[config.mk]
export PLATFORM = sky130hd
export DESIGN_NAME = puf_ctrl
export DESIGN_NICKNAME = d
export VERILOG_FILES = /design/src/rtl/puf_pkg.sv /design/src/rtl/chall_lfsr.sv /design/src/rtl/puf_ctrl.sv
export SDC_FILE = /design/constraint.sdc
export NUM_CORES = 1
export LEC_CHECK = 0
export ABC_CLOCK_PERIOD_IN_PS = 2450
export CAP_MARGIN = 20
export CORE_MARGIN = 5
export CORE_UTILIZATION = 54
export CTS_CLUSTER_SIZE = 20
export DETAILED_ROUTE_END_ITERATION = 16
export PLACE_DENSITY = 0.89
export SETUP_SLACK_MARGIN = 0.2
export SLEW_MARGIN = 25
export SYNTH_ARGS = -nofsm -noshare
export SYNTH_HDL_FRONTEND = slang
export SYNTH_HIERARCHICAL = 1
export SYNTH_SLANG_ARGS = --single-unit
[constraint.sdc]
create_clock -name clk -period 2.45 [get_ports clk]
set_input_delay 0.3675 -clock clk [delete_from_list [all_inputs] [get_ports clk]]
set_output_delay 0.3675 -clock clk [all_outputs]
set_load 0.01 [all_outputs]
[src/rtl/puf_pkg.sv]
// Shared types and helpers for the PUF challenge controller.
// Holds the FSM state encoding, challenge width and the challenge LFSR step.
package puf_pkg;

  localparam int CHALL_W = 8;
  localparam logic [CHALL_W-1:0] LFSR_TAPS = 8'hB8;

  typedef enum logic [2:0] {
    S_IDLE,
    S_SETUP,
    S_RUN,
    S_CAPTURE,
    S_DONE
  } state_t;

  // Galois right-shift step; a nonzero value never maps to zero.
  function automatic logic [CHALL_W-1:0] lfsr_next(input logic [CHALL_W-1:0] c);
    return (c >> 1) ^ (c[0] ? LFSR_TAPS : '0);
  endfunction

endpackage

[src/rtl/chall_lfsr.sv]
// Challenge register: loads a seed (zero replaced by 1 so the LFSR cannot lock up)
// and advances one Galois LFSR step on request.
module chall_lfsr
  import puf_pkg::*;
(
  input  logic               clk,
  input  logic               rst,
  input  logic               i_load,
  input  logic               i_step,
  input  logic [CHALL_W-1:0] i_seed,
  output logic [CHALL_W-1:0] o_chall
);

  logic [CHALL_W-1:0] r_chall;

  always_ff @(posedge clk) begin
    if (rst) begin
      r_chall <= '0;
    end else if (i_load) begin
      r_chall <= (i_seed == '0) ? CHALL_W'(1) : i_seed;
    end else if (i_step) begin
      r_chall <= lfsr_next(r_chall);
    end
  end

  assign o_chall = r_chall;

endmodule

[src/rtl/puf_ctrl.sv]
// Challenge sequencer and response collector for one PUF bit cell.
// Optional macro PUF_VOTE_EN: evaluate each challenge 3 times and store the majority.
module puf_ctrl
  import puf_pkg::*;
#(
  parameter int N_BITS  = 16,
  parameter int TIMEOUT = 1024
) (
  input  logic               clk,
  input  logic               rst,
  input  logic               start,
  input  logic [CHALL_W-1:0] seed,
  output logic               busy,
  output logic               done,
  output logic               err,
  output logic [N_BITS-1:0]  resp_word,
  output logic [CHALL_W-1:0] puf_chall,
  output logic               puf_en,
  output logic               puf_rst,
  input  logic               puf_resp,
  input  logic               puf_finish
);

  localparam int KW = (N_BITS > 1) ? $clog2(N_BITS) : 1;
  localparam int TW = (TIMEOUT > 1) ? $clog2(TIMEOUT) : 1;
  localparam logic [KW-1:0] K_LAST = KW'(N_BITS - 1);
  localparam logic [TW-1:0] T_LAST = TW'(TIMEOUT - 1);

  state_t r_state;
  state_t w_next;

  logic [KW-1:0]     r_k;
  logic [TW-1:0]     r_tcnt;
  logic [N_BITS-1:0] r_shadow;
  logic [N_BITS-1:0] r_resp_word;
  logic              r_err;

  logic              w_tlimit;
  logic              w_eval_end;
  logic              w_timeout;
  logic              w_sample;
  logic              w_last_eval;
  logic              w_bit_cap;
  logic              w_load;
  logic              w_step;
  logic [N_BITS-1:0] w_shadow_next;

  // Finish has priority over a simultaneous timeout.
  assign w_tlimit   = (r_tcnt == T_LAST);
  assign w_eval_end = (r_state == S_RUN) && (puf_finish || w_tlimit);
  assign w_timeout  = (r_state == S_RUN) && w_tlimit && !puf_finish;
  assign w_sample   = puf_finish & puf_resp;
  assign w_load     = (r_state == S_IDLE) && start;
  assign w_step     = (r_state == S_CAPTURE) && (r_k != K_LAST);

`ifdef PUF_VOTE_EN
  logic [1:0] r_eval;
  logic [1:0] r_vote;

  assign w_last_eval = (r_eval == 2'd2);
  assign w_bit_cap   = r_vote[1];

  always_ff @(posedge clk) begin
    if (rst || w_load || (r_state == S_CAPTURE)) begin
      r_eval <= '0;
      r_vote <= '0;
    end else if (w_eval_end) begin
      r_eval <= r_eval + 2'd1;
      r_vote <= r_vote + {1'b0, w_sample};
    end
  end
`else
  logic r_bit;

  assign w_last_eval = 1'b1;
  assign w_bit_cap   = r_bit;

  always_ff @(posedge clk) begin
    if (rst) begin
      r_bit <= 1'b0;
    end else if (w_eval_end) begin
      r_bit <= w_sample;
    end
  end
`endif

  always_comb begin
    w_shadow_next = r_shadow;
    for (int i = 0; i < N_BITS; i++) begin
      if (r_k == KW'(i)) w_shadow_next[i] = w_bit_cap;
    end
  end

  chall_lfsr u_lfsr (
    .clk     (clk),
    .rst     (rst),
    .i_load  (w_load),
    .i_step  (w_step),
    .i_seed  (seed),
    .o_chall (puf_chall)
  );

  always_ff @(posedge clk) begin
    if (rst) r_state <= S_IDLE;
    else     r_state <= w_next;
  end

  always_comb begin
    w_next  = r_state;
    busy    = (r_state != S_IDLE);
    done    = 1'b0;
    puf_en  = 1'b0;
    puf_rst = 1'b0;
    case (r_state)
      S_IDLE:    if (start) w_next = S_SETUP;
      S_SETUP: begin
        puf_rst = 1'b1;
        w_next  = S_RUN;
      end
      S_RUN: begin
        puf_en = 1'b1;
        if (w_eval_end) w_next = w_last_eval ? S_CAPTURE : S_SETUP;
      end
      S_CAPTURE: w_next = (r_k == K_LAST) ? S_DONE : S_SETUP;
      S_DONE: begin
        done   = 1'b1;
        w_next = S_IDLE;
      end
      default:   w_next = S_IDLE;
    endcase
  end

  // The finished word is published on leaving CAPTURE so it is valid alongside done.
  always_ff @(posedge clk) begin
    if (rst) begin
      r_k         <= '0;
      r_tcnt      <= '0;
      r_shadow    <= '0;
      r_resp_word <= '0;
      r_err       <= 1'b0;
    end else begin
      case (r_state)
        S_IDLE: begin
          if (start) begin
            r_k      <= '0;
            r_shadow <= '0;
            r_err    <= 1'b0;
          end
        end
        S_SETUP: r_tcnt <= '0;
        S_RUN: begin
          if (!w_tlimit) r_tcnt <= r_tcnt + 1'b1;
          if (w_timeout) r_err <= 1'b1;
        end
        S_CAPTURE: begin
          r_shadow <= w_shadow_next;
          if (r_k == K_LAST) r_resp_word <= w_shadow_next;
          else               r_k <= r_k + 1'b1;
        end
        default: ;
      endcase
    end
  end

  assign err       = r_err;
  assign resp_word = r_resp_word;

endmodule

==> results of run 1 <==
flip-flops by register name, summed over array words and instances (netlist names):
register / flops
err: 1
r_bit: 1
r_k: 4
r_shadow: 15
r_state: 3
r_tcnt: 10
resp_word: 16
u_lfsr/o_chall: 8
logic make-up after synthesis:
family | after synthesis | share of synthesized area (%)
AO/OA/AOI/OAI | 62 | 16.0
flip-flops | 58 | 41.7
AND/OR/NAND/NOR | 114 | 21.9
adder cells (fa/ha/maj) | 5 | 2.24
XOR/XNOR | 6 | 1.89
buffers and inverters | 33 | 5.57
multiplexers | 29 | 10.8
path summary, 6_finish.rpt:
check | slack [ps] | endpoint | depth (start not counted)
max | 340 | done | 2
min | 480 | err$_SDFFE_PP0P_ | 2
min reg2reg | 480 | err$_SDFFE_PP0P_ | 2
max reg2reg | 450 | u_lfsr/o_chall[1]$_SDFFE_PP0P_ | 6
routing by layer:
metal | vias to the layer above | wire (um) | GRT usage (%)
met5 | - | 0 | 0
met4 | 0 | 108 | 9.47
met3 | 10 | 257 | 5.15
met2 | 51 | 3060 | 33.4
met1 | 1104 | 2790 | 24.8
li1 | 1164 | - | -
power by group through the flow:
stage               registers [mW]  logic (mW)  clock network, mW
floorplan                     1.01       0.192                  0
global placement              1.02       0.265                  0
detailed placement            1.02       0.272                  0
CTS                           1.00       0.273               1.12
global route                  1.01       0.296               1.16
finish                        1.00       0.275               1.11
metrics by stage:
step	power, mW	worst slack [ps]	cell area (um^2)	instances	hold WS, ps
detailed placement	1.29	191	3200	397	471
finish	2.38	343	3450	413	475
global placement	1.29	249	3200	397	457
floorplan	1.20	581	2790	307	448
global route	2.46	217	3450	413	510
CTS	2.40	307	3450	413	480
cell usage in the layout (no fill, tap or decap), types with 2 or more instances in the layout:
master | netlist | routed
bufinv_16 | 0 | 3
nand2_1 | 10 | 10
a21oi_1 | 14 | 14
or2_2 | 2 | 2
a22oi_1 | 4 | 4
nand3b_1 | 9 | 9
o2bb2ai_1 | 10 | 10
nor2_1 | 39 | 38
nand4_1 | 3 | 3
nor2b_1 | 12 | 12
nor3_1 | 6 | 6
dfxtp_1 | 58 | 57
or3_1 | 3 | 3
and4_1 | 2 | 2
and3_1 | 2 | 2
clkbuf_8 | 0 | 11
nor3b_1 | 6 | 6
inv_1 | 6 | 6
a211o_1 | 3 | 3
nand3_1 | 10 | 10
a311oi_1 | 2 | 2
buf_4 | 0 | 6
a211oi_1 | 14 | 14
or4_1 | 2 | 2
clkdlybuf4s50_1 | 0 | 40
o31ai_1 | 2 | 2
ha_1 | 5 | 5
clkinv_2 | 0 | 2
mux2_2 | 8 | 8
xnor2_1 | 5 | 5
mux2i_1 | 21 | 21
o21ai_0 | 5 | 5
critical path, stage by stage, from the launching register on:
cell             delay, ps
dfxtp_1                490
nor3b_1                310
clkdlybuf4s50_1        590
area by class of cell:
| cell class | count | area share, % |
|---|---|---|
| clock buffer | 11 | 4.38 |
| clock inverter | 5 | 2.90 |
| inverter | 6 | 0.652 |
| multi-input combinational | 216 | 42.7 |
| sequential | 58 | 33.7 |
| tap | 70 | 2.54 |
| timing repair buffer | 47 | 13.2 |
what timing repair did:
action                                  4_1_cts  5_1_grt
hold buffers                                  0        0
endpoints found under the setup margin        1        2
resized for setup                             2        1
==> run summary, run 1 <==
GRT Resource Usage Total: 20.3%
most used flip-flop cell after synthesis: dfxtp_1
Post-synth top cells: dfxtp_1 (58), nor2_1 (39), mux2i_1 (21)
crit path from: r_state[2]$_SDFFE_PP0P_
worst-margin pin slew: 613 ps
Period minus WS final: 2110 ps
# rows: 26
multi-input logic area: 1480 um^2
layout cells sized above 1: 11.7%
setup TNS: 0 ps
Die W: 81.9 um
worst IR drop on VDD: 0.000485 V
Final Util: 68.0%
vias in the first global route: 2332
initial antenna violation count: 0
register area: 1160 um^2
Syn-to-layout area delta: 23.9%
yosys warns: 6
Arr. time, crit path: 1740 ps
Comb power frac: 11.5%
Worst-Skew Late Latency: 340 ps
hold path startpoint: err$_SDFFE_PP0P_
Crit Path Category: register to output pin
Root Buffer: clkbuf_8
Netlist cell types: 47
drt wl/cell: 15.1 um
period utilization: 86.0%
switching share of total power: 23.3%
Synth async-reset ratio: 0%
internal power: 1.83 mW
Seq/Total Area, Yosys: 41.7%
synth top area cells: dfxtp_1 (42%), mux2i_1 (7.5%), nor2_1 (5.3%), a211oi_1 (3.8%), mux2_2 (3.2%)
first-pass GRT wire length: 10.5 mm
outcome: finished, final reports clean
Die H: 81.9 um
ANT cells: 0
top-count cell post-synth: dfxtp_1
Via density: 5.64
DPL Wire Length: 4.05 mm
leakage power total: 1.26 nW
# IOs: 42
Layout fillers: 410
Flop pwr share: 42.1%
Max-cap violations: 0
grt total ovfl: 0
final wirelength: 6.22 mm
achievable clock frequency: 475 MHz
Syn Inst Count: 307
dominant cell type by area after synthesis: dfxtp_1
Antenna Nets Post-Route: 0
CTS tree: done
Sw Pwr: 0.556 mW
total CTS buffers: 9
Startpoint Class: register
CTS H-tree lvls: 3
register bit total from synthesis: 58
DR pass1 iterations: 4
Reg clk slew, reported paths: 70 ps
worst r2r src: r_k[0]$_SDFFE_PP0P_
Core Box Area: 5070 um^2
synthesized area: 2790 um^2
Clock power frac: 46.4%
clock skew: 5.50 ps
Fin. Hold Viols: 0
Initial Util: 54.9%
Vias: 2329
post-CTS setup buffers: 0
PortBufs: 41
Relative slew margins: 59.2%
largest net degree at the start of global routing: 51
1st-iter DRT viols: 128
Yosys top cell area share: 41.7%
Net count, final: 356
CP Capture Type: output pin
fin. max-slew vios: 0
Worst Path Max Fanout: 10
data required time of the worst path: 2080 ps
unrepaired setup endpoints after global routing: false
Post-synth EDFFs: 0
clk sinks: 58
Net Count, Synth: 325
Syn Area/Cell: 9.08 um^2
total die area: 6700 um^2
GPL Wtd Cong: 0.800
CTS Buffer Depth: 2
DRC viols: 0
Hold WC Path Type: register to register
endpoints failing setup: 0
power per cell area: 690 nW/um^2
Power figures use the tool's default switching activity.
==> inputs of run 2 (changes only) <==
--- a/config.mk
+++ b/config.mk
@@ -7,6 +7,7 @@
 export LEC_CHECK = 0
 export ABC_CLOCK_PERIOD_IN_PS = 2450
 export CAP_MARGIN = 20
+export CORE_ASPECT_RATIO = 1.25
 export CORE_MARGIN = 5
 export CORE_UTILIZATION = 54
 export CTS_CLUSTER_SIZE = 20
==> run 2 against run 1 <==
Die area is 0.13% higher. Via count is 0.17% higher. Core utilization is 0.79 points lower. Cell count is 2.4% lower. Worst setup slack worse by 120 ps. Worst hold slack better by 12 ps. Highest routed layer unchanged. Critical endpoint is now puf_en.
==> run summary, run 2 (synthesized netlist as in run 1, its figures left out) <==
CTS tree: done (unchanged)
Period minus WS final: 2230 ps (was 2110 ps)
leakage power total: 1.22 nW (was 1.26 nW)
Worst Path Max Fanout: 10 (unchanged)
total die area: 6710 um^2 (was 6700 um^2)
worst IR drop on VDD: 0.000592 V (was 0.000485 V)
# rows: 29 (was 26)
layout cells sized above 1: 11.7% (about the same)
Vias: 2333 (was 2329)
fin. max-slew vios: 0 (unchanged)
Crit Path Category: register to output pin (unchanged)
Startpoint Class: register (unchanged)
1st-iter DRT viols: 143 (was 128)
most frequent cells in the layout: dfxtp_1 (57), clkdlybuf4s50_1 (41), nor2_1 (38) (was dfxtp_1 (57), clkdlybuf4s50_1 (40), nor2_1 (38))
max reg flops: 16 (unchanged)
# IOs: 42 (unchanged)
power per cell area: 640 nW/um^2 (was 690 nW/um^2)
drt wl/cell: 14.2 um (was 15.1 um)
grt total ovfl: 0 (unchanged)
Relative slew margins: 60.8% (was 59.2%)
multi-input logic area: 1490 um^2 (was 1480 um^2)
total CTS buffers: 9 (unchanged)
vias in the first global route: 2202 (was 2332)
WL met2: 2.71 mm (was 3.06 mm)
Via density: 5.79 (was 5.64)
achievable clock frequency: 449 MHz (was 475 MHz)
metal3 WL: 359 um (was 257 um)
PortBufs: 41 (unchanged)
Worst-Skew Late Latency: 340 ps (about the same)
endpoints failing setup: 0 (unchanged)
largest net degree at the start of global routing: 51 (unchanged)
register area: 1160 um^2 (unchanged)
Setup WS pre-CTS: 235 ps (was 191 ps)
Final Util: 67.3% (was 68.0%)
Antenna Nets Post-Route: 0 (unchanged)
outcome: finished, final reports clean (unchanged)
clk sinks: 58 (unchanged)
Syn-to-layout area delta: 21.7% (was 23.9%)
post-route setup slack: 223 ps (was 343 ps)
post-CTS setup buffers: 0 (unchanged)
ANT cells: 0 (unchanged)
CTS Buffer Depth: 2 (unchanged)
worst-margin pin slew: 587 ps (was 613 ps)
Net count, final: 354 (was 356)
final wirelength: 5.73 mm (was 6.22 mm)
unrepaired setup endpoints after global routing: true (was false)
Core Box Area: 5040 um^2 (was 5070 um^2)
Max-cap violations: 0 (unchanged)
CTS H-tree lvls: 3 (unchanged)
Die W: 74.3 um (was 81.9 um)
Root Buffer: clkbuf_8 (unchanged)
CP Capture Type: output pin (unchanged)
non-filler cells, final: 403 (was 413)
Reg clk slew, reported paths: 60 ps (was 70 ps)
Arr. time, crit path: 1860 ps (was 1740 ps)
setup TNS: 0 ps (unchanged)
GRT Resource Usage Total: 18.4% (was 20.3%)
GPL Wtd Cong: 0.757 (was 0.800)
DR pass1 iterations: 4 (unchanged)
DR top layer: met4 (unchanged)
first-pass GRT wire length: 9.80 mm (was 10.5 mm)
Layout fillers: 396 (was 410)
DPL Wire Length: 3.80 mm (was 4.05 mm)
clock skew: 8.30 ps (was 5.50 ps)
placed insts: 387 (was 397)
DRC viols: 0 (unchanged)
Die H: 90.3 um (was 81.9 um)
data required time of the worst path: 2080 ps (about the same)
Hold WC Path Type: register to register (unchanged)
wire length on met1: 2.54 mm (was 2.79 mm)
Worst Hold Margin: 487 ps (was 475 ps)
initial antenna violation count: 0 (unchanged)
most common cell after layout, fill and taps aside: dfxtp_1 (unchanged)
Initial Util: 55.3% (was 54.9%)
Fin. Hold Viols: 0 (unchanged)
period utilization: 90.9% (was 86.0%)
==> run 2: cell types whose count changed in the layout (fill, tap and decap cells not counted) <==
cell / delta
dlygate4sd2_1: -1
inv_1: -1
nor3b_2: +1
nor2_2: -1
nor2_4: +1
bufinv_16: -2
nor3b_1: -1
clkdlybuf4s50_1: +1
clkinvlp_4: +1
inv_2: +1
buf_4: -2
clkinv_2: +1
==> run 2: area by class of cell <==
cell class | count | area share [%]
Sequential cell | 58 | 34.3
Clock buffer | 11 | 4.46
Tap cell | 62 | 2.29
Clock inverter | 5 | 1.55
Multi-Input combinational cell | 216 | 43.8
Timing Repair Buffer | 45 | 13.0
Inverter | 6 | 0.664
==> run 2: power by group <==
part           internal [mW]  switching [mW]  leakage [nW]  total (mW)
sequential             0.968          0.0363         0.469        1.00
combinational          0.132           0.139         0.646       0.271
clock                  0.519           0.375         0.105       0.894
==> run 2: final timing paths <==
path	cells past startpoint	slack [ps]	to	from
hold / removal	2	490	err$_SDFFE_PP0P_	err$_SDFFE_PP0P_
setup / recovery	3	220	puf_en	r_state[2]$_SDFFE_PP0P_
setup reg to reg	6	400	u_lfsr/o_chall[7]$_SDFFE_PP0P_	r_k[0]$_SDFFE_PP0P_
hold reg to reg	2	490	err$_SDFFE_PP0P_	err$_SDFFE_PP0P_
==> run 2: timing repair <==
item | in CTS | in global routing
endpoints found under the setup margin | 2 | 13
hold buffers | 0 | 0
gates resized for setup | 2 | 3
==> run 2: metrics by stage <==
stage | power [mW] | cell area, um^2
after floorplan | 1.20 | 2790
after global placement | 1.28 | 3180
after detailed placement | 1.29 | 3180
after CTS | 2.19 | 3390
after global routing | 2.26 | 3390
final | 2.17 | 3390
==> run 2: layer usage <==
layer	global-route usage [%]	vias up
met5	0	-
met4	7.12	0
met3	6.57	9
met2	28.8	62
met1	22.7	1108
li1	-	1154
==> run 2: worst max-delay path: stages (launching register included) <==
cell             delay (ps)
dfxtp_1                 400
or3b_4                  460
inv_2                   110
clkdlybuf4s50_1         540
==> inputs of run 3 (changes only) <==
--- a/config.mk
+++ b/config.mk
@@ -6,7 +6,7 @@
 export NUM_CORES = 1
 export LEC_CHECK = 0
 export ABC_CLOCK_PERIOD_IN_PS = 2450
-export CAP_MARGIN = 20
+export CAP_MARGIN = 15
 export CORE_ASPECT_RATIO = 1.25
 export CORE_MARGIN = 5
 export CORE_UTILIZATION = 54
==> results of run 3 <==
Same layout as run 2: the final DEF is identical, and so are final timing and power.
